$ cat config.mk
export PLATFORM = sky130hd
export DESIGN_NAME = rpn_issue_unit_flat
export DESIGN_NICKNAME = d
export VERILOG_FILES = /design/src/rtl/rpn_issue_unit_if.sv /design/src/rtl/rpn_issue_unit.sv /design/src/flat_wrapper.sv
export SDC_FILE = /design/constraint.sdc
export NUM_CORES = 1
export LEC_CHECK = 0
export ABC_CLOCK_PERIOD_IN_PS = 3300
export CAP_MARGIN = 0
export CORE_MARGIN = 3
export CORE_UTILIZATION = 57
export DETAILED_ROUTE_END_ITERATION = 8
export DONT_BUFFER_PORTS = 1
export HOLD_SLACK_MARGIN = 0.08
export PLACE_DENSITY = 0.75
export RECOVER_POWER = 100
export SYNTH_ARGS = -nofsm -noshare
export SYNTH_HDL_FRONTEND = slang
export SYNTH_SLANG_ARGS = --single-unit
$ cat constraint.sdc
create_clock -name clk -period 3.3 [get_ports clk]
set_input_delay 0.165 -clock clk [delete_from_list [all_inputs] [get_ports clk]]
set_output_delay 0.165 -clock clk [all_outputs]
set_load 0.02 [all_outputs]
$ cat src/rtl/rpn_issue_unit_if.sv
// rtl/rpn_issue_unit_if.sv - instruction, ALU, result and status signals of the RPN issue unit
interface rpn_issue_unit_if #(
  parameter int N  = 8,
  parameter int DW = 8
);
  logic          in_valid;
  logic          in_ready;
  logic [2:0]    in_opcode;
  logic [N-1:0]  in_data;
  logic [2:0]    alu_opcode;
  logic [N-1:0]  alu_input_data;
  logic [N-1:0]  alu_output_data;
  logic          alu_overflow;
  logic          res_valid;
  logic          res_ready;
  logic [N-1:0]  res_data;
  logic          res_overflow;
  logic [2:0]    res_opcode;
  logic [DW-1:0] depth;
  logic          err;
  logic [1:0]    err_code;
  logic          busy;

  // master: instruction source, ALU and result sink; slave: the issue unit
  modport master (
    output in_valid, in_opcode, in_data, alu_output_data, alu_overflow, res_ready,
    input  in_ready, alu_opcode, alu_input_data, res_valid, res_data, res_overflow,
           res_opcode, depth, err, err_code, busy
  );

  modport slave (
    input  in_valid, in_opcode, in_data, alu_output_data, alu_overflow, res_ready,
    output in_ready, alu_opcode, alu_input_data, res_valid, res_data, res_overflow,
           res_opcode, depth, err, err_code, busy
  );
endinterface

$ cat src/rtl/rpn_issue_unit.sv
// rtl/rpn_issue_unit.sv - buffers RPN instructions, checks modelled stack depth, issues one-cycle ALU pulses
module rpn_issue_unit #(
  parameter int N          = 8,
  parameter int FIFO_DEPTH = 4,
  parameter int STACK_SIZE = 201,
  parameter int DW         = $clog2(STACK_SIZE + 1)
) (
  input logic           clk,
  input logic           rst,
  rpn_issue_unit_if.slave bus
);

  localparam int AW = $clog2(FIFO_DEPTH);
  localparam logic [2:0] OP_NOP  = 3'b000;
  localparam logic [2:0] OP_ADD  = 3'b100;
  localparam logic [2:0] OP_MUL  = 3'b101;
  localparam logic [2:0] OP_PUSH = 3'b110;
  localparam logic [2:0] OP_POP  = 3'b111;
  localparam logic [AW:0]   FIFO_FULL_CNT = (AW + 1)'(FIFO_DEPTH);
  localparam logic [DW-1:0] DEPTH_MAX     = DW'(STACK_SIZE);

  typedef enum logic [1:0] {S_IDLE, S_ISSUE, S_GAP} state_t;

  state_t        state_q, state_d;
  logic [2:0]    fifo_op_q   [FIFO_DEPTH];
  logic [N-1:0]  fifo_data_q [FIFO_DEPTH];
  logic [AW-1:0] wr_ptr_q, rd_ptr_q;
  logic [AW:0]   count_q;
  logic          fifo_full, fifo_empty, wr_en, rd_en;
  logic [2:0]    head_op;
  logic [N-1:0]  head_data;

  logic [2:0]    alu_op_q, alu_op_d;
  logic [N-1:0]  alu_data_q, alu_data_d;
  logic          res_valid_q, res_valid_d;
  logic [N-1:0]  res_data_q, res_data_d;
  logic          res_ovf_q, res_ovf_d;
  logic [2:0]    res_op_q, res_op_d;
  logic [DW-1:0] depth_q, depth_d;
  logic          err_q, err_d;
  logic [1:0]    err_code_q, err_code_d;
  logic          new_err;
  logic [1:0]    new_err_code;

  assign fifo_full  = (count_q == FIFO_FULL_CNT);
  assign fifo_empty = (count_q == '0);
  assign wr_en      = bus.in_valid && !fifo_full;
  assign head_op    = fifo_op_q[rd_ptr_q];
  assign head_data  = fifo_data_q[rd_ptr_q];

  always_ff @(posedge clk) begin
    if (wr_en) begin
      fifo_op_q[wr_ptr_q]   <= bus.in_opcode;
      fifo_data_q[wr_ptr_q] <= bus.in_data;
    end
  end

  always_comb begin
    state_d      = state_q;
    rd_en        = 1'b0;
    alu_op_d     = alu_op_q;
    alu_data_d   = alu_data_q;
    res_valid_d  = res_valid_q;
    res_data_d   = res_data_q;
    res_ovf_d    = res_ovf_q;
    res_op_d     = res_op_q;
    depth_d      = depth_q;
    err_d        = err_q;
    err_code_d   = err_code_q;
    new_err      = 1'b0;
    new_err_code = 2'b00;

    if (res_valid_q && bus.res_ready) res_valid_d = 1'b0;

    case (state_q)
      S_IDLE: begin
        if (!fifo_empty) begin
          if (!head_op[2]) begin
            rd_en        = 1'b1;
            new_err      = 1'b1;
            new_err_code = 2'b11;
          end else if (((head_op == OP_ADD || head_op == OP_MUL) && depth_q < DW'(2)) ||
                       (head_op == OP_POP && depth_q == '0)) begin
            rd_en        = 1'b1;
            new_err      = 1'b1;
            new_err_code = 2'b01;
          end else if (head_op == OP_PUSH && depth_q == DEPTH_MAX) begin
            rd_en        = 1'b1;
            new_err      = 1'b1;
            new_err_code = 2'b10;
          end else if (head_op != OP_PUSH && res_valid_q && !bus.res_ready) begin
            // result slot still owned by the consumer: hold the head until it drains
            rd_en = 1'b0;
          end else begin
            rd_en      = 1'b1;
            alu_op_d   = head_op;
            alu_data_d = (head_op == OP_PUSH) ? head_data : '0;
            state_d    = S_ISSUE;
          end
        end
      end
      S_ISSUE: begin
        if (alu_op_q != OP_PUSH) begin
          res_valid_d = 1'b1;
          res_data_d  = bus.alu_output_data;
          res_ovf_d   = (alu_op_q == OP_POP) ? 1'b0 : bus.alu_overflow;
          res_op_d    = alu_op_q;
        end
        if (alu_op_q == OP_PUSH)     depth_d = depth_q + DW'(1);
        else if (alu_op_q == OP_POP) depth_d = depth_q - DW'(1);
        alu_op_d   = OP_NOP;
        alu_data_d = '0;
        state_d    = S_GAP;
      end
      S_GAP: begin
        alu_op_d   = OP_NOP;
        alu_data_d = '0;
        state_d    = S_IDLE;
      end
      default: state_d = S_IDLE;
    endcase

    if (new_err && !err_q) begin
      err_d      = 1'b1;
      err_code_d = new_err_code;
    end
  end

  always_ff @(posedge clk) begin
    if (rst) begin
      state_q     <= S_IDLE;
      wr_ptr_q    <= '0;
      rd_ptr_q    <= '0;
      count_q     <= '0;
      alu_op_q    <= OP_NOP;
      alu_data_q  <= '0;
      res_valid_q <= 1'b0;
      res_data_q  <= '0;
      res_ovf_q   <= 1'b0;
      res_op_q    <= OP_NOP;
      depth_q     <= '0;
      err_q       <= 1'b0;
      err_code_q  <= 2'b00;
    end else begin
      state_q     <= state_d;
      alu_op_q    <= alu_op_d;
      alu_data_q  <= alu_data_d;
      res_valid_q <= res_valid_d;
      res_data_q  <= res_data_d;
      res_ovf_q   <= res_ovf_d;
      res_op_q    <= res_op_d;
      depth_q     <= depth_d;
      err_q       <= err_d;
      err_code_q  <= err_code_d;
      if (wr_en) wr_ptr_q <= wr_ptr_q + AW'(1);
      if (rd_en) rd_ptr_q <= rd_ptr_q + AW'(1);
      case ({wr_en, rd_en})
        2'b10:   count_q <= count_q + (AW + 1)'(1);
        2'b01:   count_q <= count_q - (AW + 1)'(1);
        default: count_q <= count_q;
      endcase
    end
  end

  assign bus.in_ready       = !fifo_full;
  assign bus.alu_opcode     = alu_op_q;
  assign bus.alu_input_data = alu_data_q;
  assign bus.res_valid      = res_valid_q;
  assign bus.res_data       = res_data_q;
  assign bus.res_overflow   = res_ovf_q;
  assign bus.res_opcode     = res_op_q;
  assign bus.depth          = depth_q;
  assign bus.err            = err_q;
  assign bus.err_code       = err_code_q;
  assign bus.busy           = !fifo_empty || (state_q != S_IDLE);

endmodule
$ cat src/flat_wrapper.sv
// flat-port wrapper written by rule: the top's interface ports become plain ports
module rpn_issue_unit_flat 
#(
  parameter int N          = 8,
  parameter int FIFO_DEPTH = 4,
  parameter int STACK_SIZE = 201,
  parameter int DW         = $clog2(STACK_SIZE + 1)
)
  (clk, rst, bus_in_valid, bus_in_opcode, bus_in_data, bus_alu_output_data, bus_alu_overflow, bus_res_ready, bus_in_ready, bus_alu_opcode, bus_alu_input_data, bus_res_valid, bus_res_data, bus_res_overflow, bus_res_opcode, bus_depth, bus_err, bus_err_code, bus_busy);
  rpn_issue_unit_if #(.N(N), .DW(DW)) bus_i ();
  input logic clk;
  input logic rst;
  input wire logic [$bits(bus_i.in_valid)-1:0] bus_in_valid;
  input wire logic [$bits(bus_i.in_opcode)-1:0] bus_in_opcode;
  input wire logic [$bits(bus_i.in_data)-1:0] bus_in_data;
  input wire logic [$bits(bus_i.alu_output_data)-1:0] bus_alu_output_data;
  input wire logic [$bits(bus_i.alu_overflow)-1:0] bus_alu_overflow;
  input wire logic [$bits(bus_i.res_ready)-1:0] bus_res_ready;
  output wire logic [$bits(bus_i.in_ready)-1:0] bus_in_ready;
  output wire logic [$bits(bus_i.alu_opcode)-1:0] bus_alu_opcode;
  output wire logic [$bits(bus_i.alu_input_data)-1:0] bus_alu_input_data;
  output wire logic [$bits(bus_i.res_valid)-1:0] bus_res_valid;
  output wire logic [$bits(bus_i.res_data)-1:0] bus_res_data;
  output wire logic [$bits(bus_i.res_overflow)-1:0] bus_res_overflow;
  output wire logic [$bits(bus_i.res_opcode)-1:0] bus_res_opcode;
  output wire logic [$bits(bus_i.depth)-1:0] bus_depth;
  output wire logic [$bits(bus_i.err)-1:0] bus_err;
  output wire logic [$bits(bus_i.err_code)-1:0] bus_err_code;
  output wire logic [$bits(bus_i.busy)-1:0] bus_busy;
  assign bus_i.in_valid = bus_in_valid;
  assign bus_i.in_opcode = bus_in_opcode;
  assign bus_i.in_data = bus_in_data;
  assign bus_i.alu_output_data = bus_alu_output_data;
  assign bus_i.alu_overflow = bus_alu_overflow;
  assign bus_i.res_ready = bus_res_ready;
  assign bus_in_ready = bus_i.in_ready;
  assign bus_alu_opcode = bus_i.alu_opcode;
  assign bus_alu_input_data = bus_i.alu_input_data;
  assign bus_res_valid = bus_i.res_valid;
  assign bus_res_data = bus_i.res_data;
  assign bus_res_overflow = bus_i.res_overflow;
  assign bus_res_opcode = bus_i.res_opcode;
  assign bus_depth = bus_i.depth;
  assign bus_err = bus_i.err;
  assign bus_err_code = bus_i.err_code;
  assign bus_busy = bus_i.busy;
  rpn_issue_unit #(.N(N), .FIFO_DEPTH(FIFO_DEPTH), .STACK_SIZE(STACK_SIZE), .DW(DW)) u_core (.clk(clk), .rst(rst), .bus(bus_i));
endmodule
Word-level counts from Yosys, hierarchy flattened
Memories as Yosys holds them, arrays and structs flattened. A register that Yosys moved wholly into a read port is not among the register bits.
Cells that the tools add are included.
{"block": "word_totals", "latchBits": 0, "ram_bits": 44, "memories": 2, "out_inout_bits": 37, "romBits": 0, "inputBits": 24, "word_cells": 116, "register_bits": 44}
{"memory": "u_core.fifo_data_q", "depth": 4, "width": 8, "read_ports": 1, "rd_clocked_by_memory_dff": 1, "write_ports": 1, "line": "rpn_issue_unit.sv:26", "rtl": "logic [N-1:0] fifo_data_q [FIFO_DEPTH];"}
{"memory": "u_core.fifo_op_q", "depth": 4, "width": 3, "read_ports": 1, "rd_clocked_by_memory_dff": 1, "write_ports": 1, "line": "rpn_issue_unit.sv:25", "rtl": "logic [2:0] fifo_op_q [FIFO_DEPTH];"}
{"block": "op_classes", "shift": 0, "reduce_logical": 27, "bitwise_logic": 0, "n_eq_ne": 19, "n_mul": 0, "add_sub_neg": 6, "n_div": 0, "magnitude_cmp": 1, "mux": 48}
{"operator": "8-bit two-way mux", "n": 8}
{"operator": "2-bit two-way mux", "n": 14}
{"operator": "3-bit equality test (second input constant)", "n": 7}
{"operator": "1-bit two-way mux", "n": 17}
{"operator": "8-bit case mux with 2 select lines", "n": 1}
{"operator": "3-bit two-way mux", "n": 5}
{"operator": "3-bit case mux with 2 select lines", "n": 2}
{"operator": "8-bit by 1-bit adder with 8-bit output (second input constant)", "n": 1}
{"operator": "8-bit equality test (second input constant)", "n": 1}
{"operator": "1-bit logical AND", "n": 8}
{"operator": "8-bit logical NOT", "n": 1}
{"operator": "8-bit by 2-bit less-than comparator with 1-bit output (second input constant)", "n": 1}
{"operator": "2-bit != test (second input constant)", "n": 4}
{"operator": "2-bit nonzero test", "n": 4}
{"operator": "8-bit by 1-bit subtractor with 8-bit output (second input constant)", "n": 1}
{"operator": "3-bit != test (second input constant)", "n": 2}
{"operator": "6-bit AND reduction", "n": 1}
{"operator": "5-bit AND reduction", "n": 1}
{"operator": "2-bit by 1-bit adder with 2-bit output (second input constant)", "n": 2}
{"operator": "2-bit by 1-bit equality test with 1-bit output (second input constant)", "n": 2}
{"operator": "2-bit equality test (second input constant)", "n": 2}
{"operator": "1-bit logical NOT", "n": 4}
{"operator": "2-bit case mux with 2 select lines", "n": 1}
{"operator": "2-bit AND reduction", "n": 2}
{"operator": "7 further kinds", "n": 9}

Logic depth before layout (Yosys ltp)
{"block": "logic_depth", "ltp_word": 11, "depth_mapped": 11, "depth_no_buf": 10}

Least setup slack after synthesis
Ideal clock, no wire load.
{"block": "synth_timing", "path_type": "register to register", "startpoint": "register u_core.depth_q[1] (netlist: u_core.bus.depth[1])", "endpoint": "register u_core.count_q[2]", "arrival_ns": 2.974, "required_ns": 3.229, "setup_time_ns": 0.071, "n_path_buf": 0, "path_stages_with_launch": 11, "setup_slack_ns": 0.256, "cell_sequence": "dfxtp_1 > or4_4 > or4_4 > o21a_4 > a31oi_4 > ha_1 > inv_1 > fa_1 > xor2_1 > or3_1 > a21oi_1"}
{"block": "synth_via", "elab_chain_cells": 9, "word_cells_on_any_way": 16, "cone_classes": "order compare (1); eq/ne (3); mux (6); reduce/logical (6)"}
{"item": "start: declaration", "line": "rpn_issue_unit.sv:39", "rtl": "logic [DW-1:0] depth_q, depth_d;"}
{"item": "start signal: assignment", "line": "rpn_issue_unit.sv:152", "rtl": "depth_q <= depth_d;"}
{"item": "8-bit by 2-bit less-than comparator with 1-bit output, or another cell as far along", "line": "rpn_issue_unit.sv:82", "rtl": "end else if (((head_op == OP_ADD || head_op == OP_MUL) && depth_q < DW'(2)) ||"}
{"item": "1-bit logical AND, on equally long branches", "line": "rpn_issue_unit.sv:82, rpn_issue_unit.sv:83, rpn_issue_unit.sv:87"}
{"item": "1-bit logical OR / 1-bit two-way mux (equally long branches)", "line": "rpn_issue_unit.sv:82, rpn_issue_unit.sv:87"}
{"item": "1-bit two-way mux *", "line": "rpn_issue_unit.sv:82"}
{"item": "1-bit two-way mux *", "line": "rpn_issue_unit.sv:78", "rtl": "if (!head_op[2]) begin"}
{"item": "1-bit two-way mux *", "line": "rpn_issue_unit.sv:77", "rtl": "if (!fifo_empty) begin"}
{"item": "1-bit two-way mux *", "line": "rpn_issue_unit.sv:75", "rtl": "case (state_q)"}
{"item": "via u_core.rd_en", "line": "rpn_issue_unit.sv:29", "rtl": "logic fifo_full, fifo_empty, wr_en, rd_en;"}
{"item": "2-bit by 1-bit equality test with 1-bit output / 2-bit equality test (equally long branches)", "line": "rpn_issue_unit.sv:157", "rtl": "case ({wr_en, rd_en})"}
{"item": "3-bit case mux with 2 select lines / 2-bit nonzero test (equally long branches)"}
{"item": "end signal: assignment", "line": "rpn_issue_unit.sv:158", "rtl": "2'b10: count_q <= count_q + (AW + 1)'(1);"}
{"item": "end signal: assignment", "line": "rpn_issue_unit.sv:159", "rtl": "2'b01: count_q <= count_q - (AW + 1)'(1);"}
{"item": "end signal: assignment", "line": "rpn_issue_unit.sv:160", "rtl": "default: count_q <= count_q;"}
{"item": "end: declaration", "line": "rpn_issue_unit.sv:28", "rtl": "logic [AW:0] count_q;"}
Mark *: on every way through the listed nets, which the timed path passes. The rest lies on a longest branch.
A chain may end at the register's enable or synchronous reset.

Final worst setup path
{"block": "layout_timing", "startpoint": "register u_core.depth_q[5] (netlist: u_core.bus.depth[5])", "endpoint": "register u_core.count_q[2]"}
The elaborated chain is that of the path after synthesis.

==> impl_metrics.yaml <==
critical_path:
  reg2regPathDepth: 10
  rr_startpoint: "u_core.bus.depth[5]"
  cp_cell_sequence: "or4_4 -> or4_4 -> o21a_4 -> a31oi_4 -> ha_1 -> inv_1 -> fa_1 -> xor2_1 -> or3_1 -> a21oi_1"
  cp-start-kind: "flop"
  timing.reg2reg.setup_slack_ns: 0.24
  worst-endpoint-arrival_ns: 3.34
  critical_path.slowest_cell: "sky130_fd_sc_hd__or4_4"
  maximum_fanout_along_the_worst_path: 8
  critical_path.reg2reg.endpoint: "u_core.count_q[2]"
  cp_common_cell: "sky130_fd_sc_hd__or4_4"
  cp_slowest_stage_delay_ns: 0.46
  critical_path_required_ns: 3.58
  endpoint_class_of_the_critical_path: "flop"
  path_class: "flop to flop"
timing:
  fin_tns_setup_ns: 0
  rsz0062_at_grt: "no"
  setup_viol: 0
  hold_violations: 0
  worst_slack_ns: 0.235
  worst-slew-pin-transition_ns: 0.799
  min_period_ns: 3.06
  slew_violations: 0
  final.period_utilization_pct: 92.9
  clock.fmax_mhz: 326
  worst_clock_skew_ns: 0.0138
  timing.slew.headroom_pct: 46.7
floorplan:
  io_pins: 61
  placement_rows: 29
  design.core.area_um2: 6570
  die_x_um: 89.9
  die-area_um2: 8080
  initial_utilization_pct: 61.1
  die_h_um: 89.9
logic_synthesis:
  synth.avg_cell_area_um2: 12.1
  ys.flop_type: "sky130_fd_sc_hd__dfxtp_1"
  synth.top_cells.by_area: "sky130_fd_sc_hd__edfxtp_1 33%, sky130_fd_sc_hd__dfxtp_1 23%, sky130_fd_sc_hd__mux4_2 6.2%"
  post_synth_num_cell_types: 56
  synthCells: 331
  synthesis.yosys.warnings: 0
  synthesis.area_um2: 4010
  synth_enable_flop_cells: 44
  synth_nets: 370
  synth_top_area_share_pct: 32.9
  synth-async-reset-ratio_pct: 0
  synth_top_cell_by_area: "sky130_fd_sc_hd__edfxtp_1"
  ys_ff_latch: 90
  synth.yosys.seq_area_share_pct: 55.9
pwr:
  share_seq_of_total_power_pct: 45.2
  p_switching_mw: 1.06
  power.density_cell_area_nw_per_um2: 705
  combPwrFrac_pct: 29.1
  max-vdd-ir-drop_mv: 0.544
  p_sw_share_pct: 32.9
  clockPowerShare_pct: 25.7
  leakage_nw: 1.70
  cell_internal_pwr_mw: 2.16
clocking:
  clkLatencyLatePin_ns: 0.35
  cts.reportedPaths.clkPinSlew_ns: 0.09
  clock_sinks: 90
  h-tree-depth: 3
  root_buffer: "sky130_fd_sc_hd__clkbuf_8"
  cts_buffer_depth: 2
  numCtsBuffers: 9
  post-cts-setup-buffers: 0
  tritoncts: "yes"
place:
  buffer_ports.inserted: 0
  detailed_place.area_um2: 4140
  dp_slack_ns: 0.256
  hpwl_um: 5220
  final_weighted_congestion_in_routability_driven_placement: 0.864
global_route:
  global_route.overflow_total: 0
  antenna_found_initial: 0
  groute.usage.overall_pct: 19.7
  grt_start_max_net_pins: 36
  grt_pass1_wl_um: 12800
  grt_pass1_vias: 2542
finish:
  final_layout_size_suffix_gt1_share_pct: 10.9
  fillerInstances: 477
  register_area_um2: 2240
  multi_input_gate_area_in_the_final_layout_um2: 1590
  antenna_cells: 0
  nNetsFinal: 402
  post-route-cell-area_um2: 4560
  synthToLayoutAreaGrowth_pct: 13.7
  finish.utilization_pct: 69.4
drt:
  via_per_inst: 5.78
  drt_pass1_iterations: 4
  wl_um: 7740
  vias: 2663
  drt_first_iter_violations: 132
  wl_per_cell_um: 16.8
  drc: 0
  route.antenna.remaining_nets: 0
hold_path:
  timing.hold.worst.start: "rst"
  holdCritPathClass: "input port to flop"
  holdPathEnd: "u_core.rd_ptr_q[1]"
  min_path_cells: 2
run_status:
  outcome: "complete, no violations"
run:
  max-cap-violations: 0
## layout make-up
type                       count  share of cell area [%]
sequential                    90                    49.2
multi-input combinational    205                    35.0
timing repair buffer          33                    6.47
clock buffer                   9                    2.72
tap                           93                    2.55
clock inverter                 7                    2.17
inverter                      24                    1.98
## worst max-delay path by stage
stage | startpoint | end | depth (start not counted)
floorplan | u_core.bus.depth[1] | u_core.count_q[2] | 10
global placement | u_core.bus.depth[5] | u_core.count_q[2] | 10
detailed placement | u_core.bus.depth[5] | u_core.count_q[2] | 10
CTS | u_core.bus.depth[5] | u_core.count_q[2] | 10
global route | flop | u_core.count_q[2] | 11
finish | u_core.bus.depth[5] | u_core.count_q[2] | 10
## stage by stage
stage / instances / hold WS (ns) / power (mW)
global placement: 421 / 0.238 / 2.40
global route: 461 / 0.109 / 3.40
detailed placement: 421 / 0.240 / 2.42
floorplan: 331 / 0.264 / 2.24
CTS: 461 / 0.0898 / 3.28
finish: 461 / 0.0928 / 3.21
## metal layers
metal	vias to the layer above	routed length, µm	GRT usage [%]
li1	1295	-	-
met1	1290	3390	26.2
met2	68	3810	32.0
met3	10	433	4.59
met4	0	102	6.76
met5	-	0	0
## sequential cells by signal, summed over array words and instances (netlist names), 3 cells and up, named ones only
register                   count
u_core.count_q                 3
u_core.fifo_data_q            32
u_core.fifo_op_q              12
u_core.bus.depth               8
u_core.bus.res_data            8
u_core.bus.alu_input_data      8
u_core.bus.res_opcode          3
u_core.bus.alu_opcode          3
## power groups by stage
stage,Clock (mW),Combinational [mW],Sequential [mW]
2_1_floorplan,0,0.772,1.47
3_3_place_gp,0,0.926,1.47
3_5_place_dp,0,0.941,1.48
4_1_cts,0.844,0.980,1.45
5_1_grt,0.886,1.04,1.47
6_report,0.826,0.936,1.45
## repair_timing
action / in CTS / in global routing
resized for setup: 0 / 0
hold endpoints to repair: 78 / 0
hold buffers: 24 / 0
## critical path, delay by kind of cell, from the launching register on
kind | cells | cell delay [ns]
xor gates and xnor gates | 1 | 0.15
DFF | 1 | 0.41
and+or+nand+nor | 3 | 1.22
AOI/OAI and AO/OA | 3 | 0.57
adders and majority gates | 2 | 0.58
buffers and inverters | 1 | 0.06
## cell usage after synthesis, types with 3 or more instances
| library cell | number |
|---|---|
| sky130_fd_sc_hd__dfxtp_1 | 46 |
| sky130_fd_sc_hd__edfxtp_1 | 44 |
| sky130_fd_sc_hd__inv_1 | 24 |
| sky130_fd_sc_hd__nor2_1 | 24 |
| sky130_fd_sc_hd__nand2_1 | 22 |
| sky130_fd_sc_hd__a21oi_1 | 17 |
| sky130_fd_sc_hd__nand3_1 | 16 |
| sky130_fd_sc_hd__ha_1 | 13 |
| sky130_fd_sc_hd__mux2i_1 | 11 |
| sky130_fd_sc_hd__mux4_2 | 11 |
| sky130_fd_sc_hd__and3_1 | 8 |
| sky130_fd_sc_hd__o22ai_1 | 8 |
| sky130_fd_sc_hd__clkbuf_1 | 6 |
| sky130_fd_sc_hd__or3_1 | 5 |
| sky130_fd_sc_hd__o211ai_1 | 4 |
| sky130_fd_sc_hd__xnor2_1 | 4 |
| sky130_fd_sc_hd__buf_1 | 3 |
| sky130_fd_sc_hd__buf_4 | 3 |
| sky130_fd_sc_hd__nor3_1 | 3 |
| sky130_fd_sc_hd__o21ai_0 | 3 |
| sky130_fd_sc_hd__o311ai_1 | 3 |
| sky130_fd_sc_hd__xor2_1 | 3 |
## cell families after synthesis
logic type | count (synthesis) | share of synthesized area (%)
buffers and inverters | 36 | 3.65
XOR/XNOR | 7 | 1.53
adder cells (fa/ha/maj) | 15 | 5.05
flip-flops | 90 | 55.9
AO/OA/AOI/OAI | 60 | 11.3
AND/OR/NAND/NOR | 97 | 12.5
multiplexers | 26 | 10.0
## layout by cell type (no fill, tap or decap), types with 3 or more instances in the layout
cell type	count
sky130_fd_sc_hd__or3_1	5
sky130_fd_sc_hd__a21oi_1	17
sky130_fd_sc_hd__nand2_1	22
sky130_fd_sc_hd__dfxtp_1	46
sky130_fd_sc_hd__clkbuf_8	9
sky130_fd_sc_hd__xor2_1	3
sky130_fd_sc_hd__inv_1	24
sky130_fd_sc_hd__nor3_1	3
sky130_fd_sc_hd__mux2i_1	11
sky130_fd_sc_hd__nand3_1	16
sky130_fd_sc_hd__ha_1	13
sky130_fd_sc_hd__clkbuf_1	6
sky130_fd_sc_hd__o311ai_0	3
sky130_fd_sc_hd__o21ai_0	4
sky130_fd_sc_hd__xnor2_1	4
sky130_fd_sc_hd__inv_6	3
sky130_fd_sc_hd__o22ai_1	8
sky130_fd_sc_hd__and3_1	8
sky130_fd_sc_hd__dlygate4sd3_1	23
sky130_fd_sc_hd__nor2_1	24
sky130_fd_sc_hd__mux2_1	3
sky130_fd_sc_hd__o2111ai_1	3
sky130_fd_sc_hd__o211ai_1	4
sky130_fd_sc_hd__edfxtp_1	44
sky130_fd_sc_hd__buf_4	3
sky130_fd_sc_hd__mux4_2	11
(Power assumes the default switching activity.)
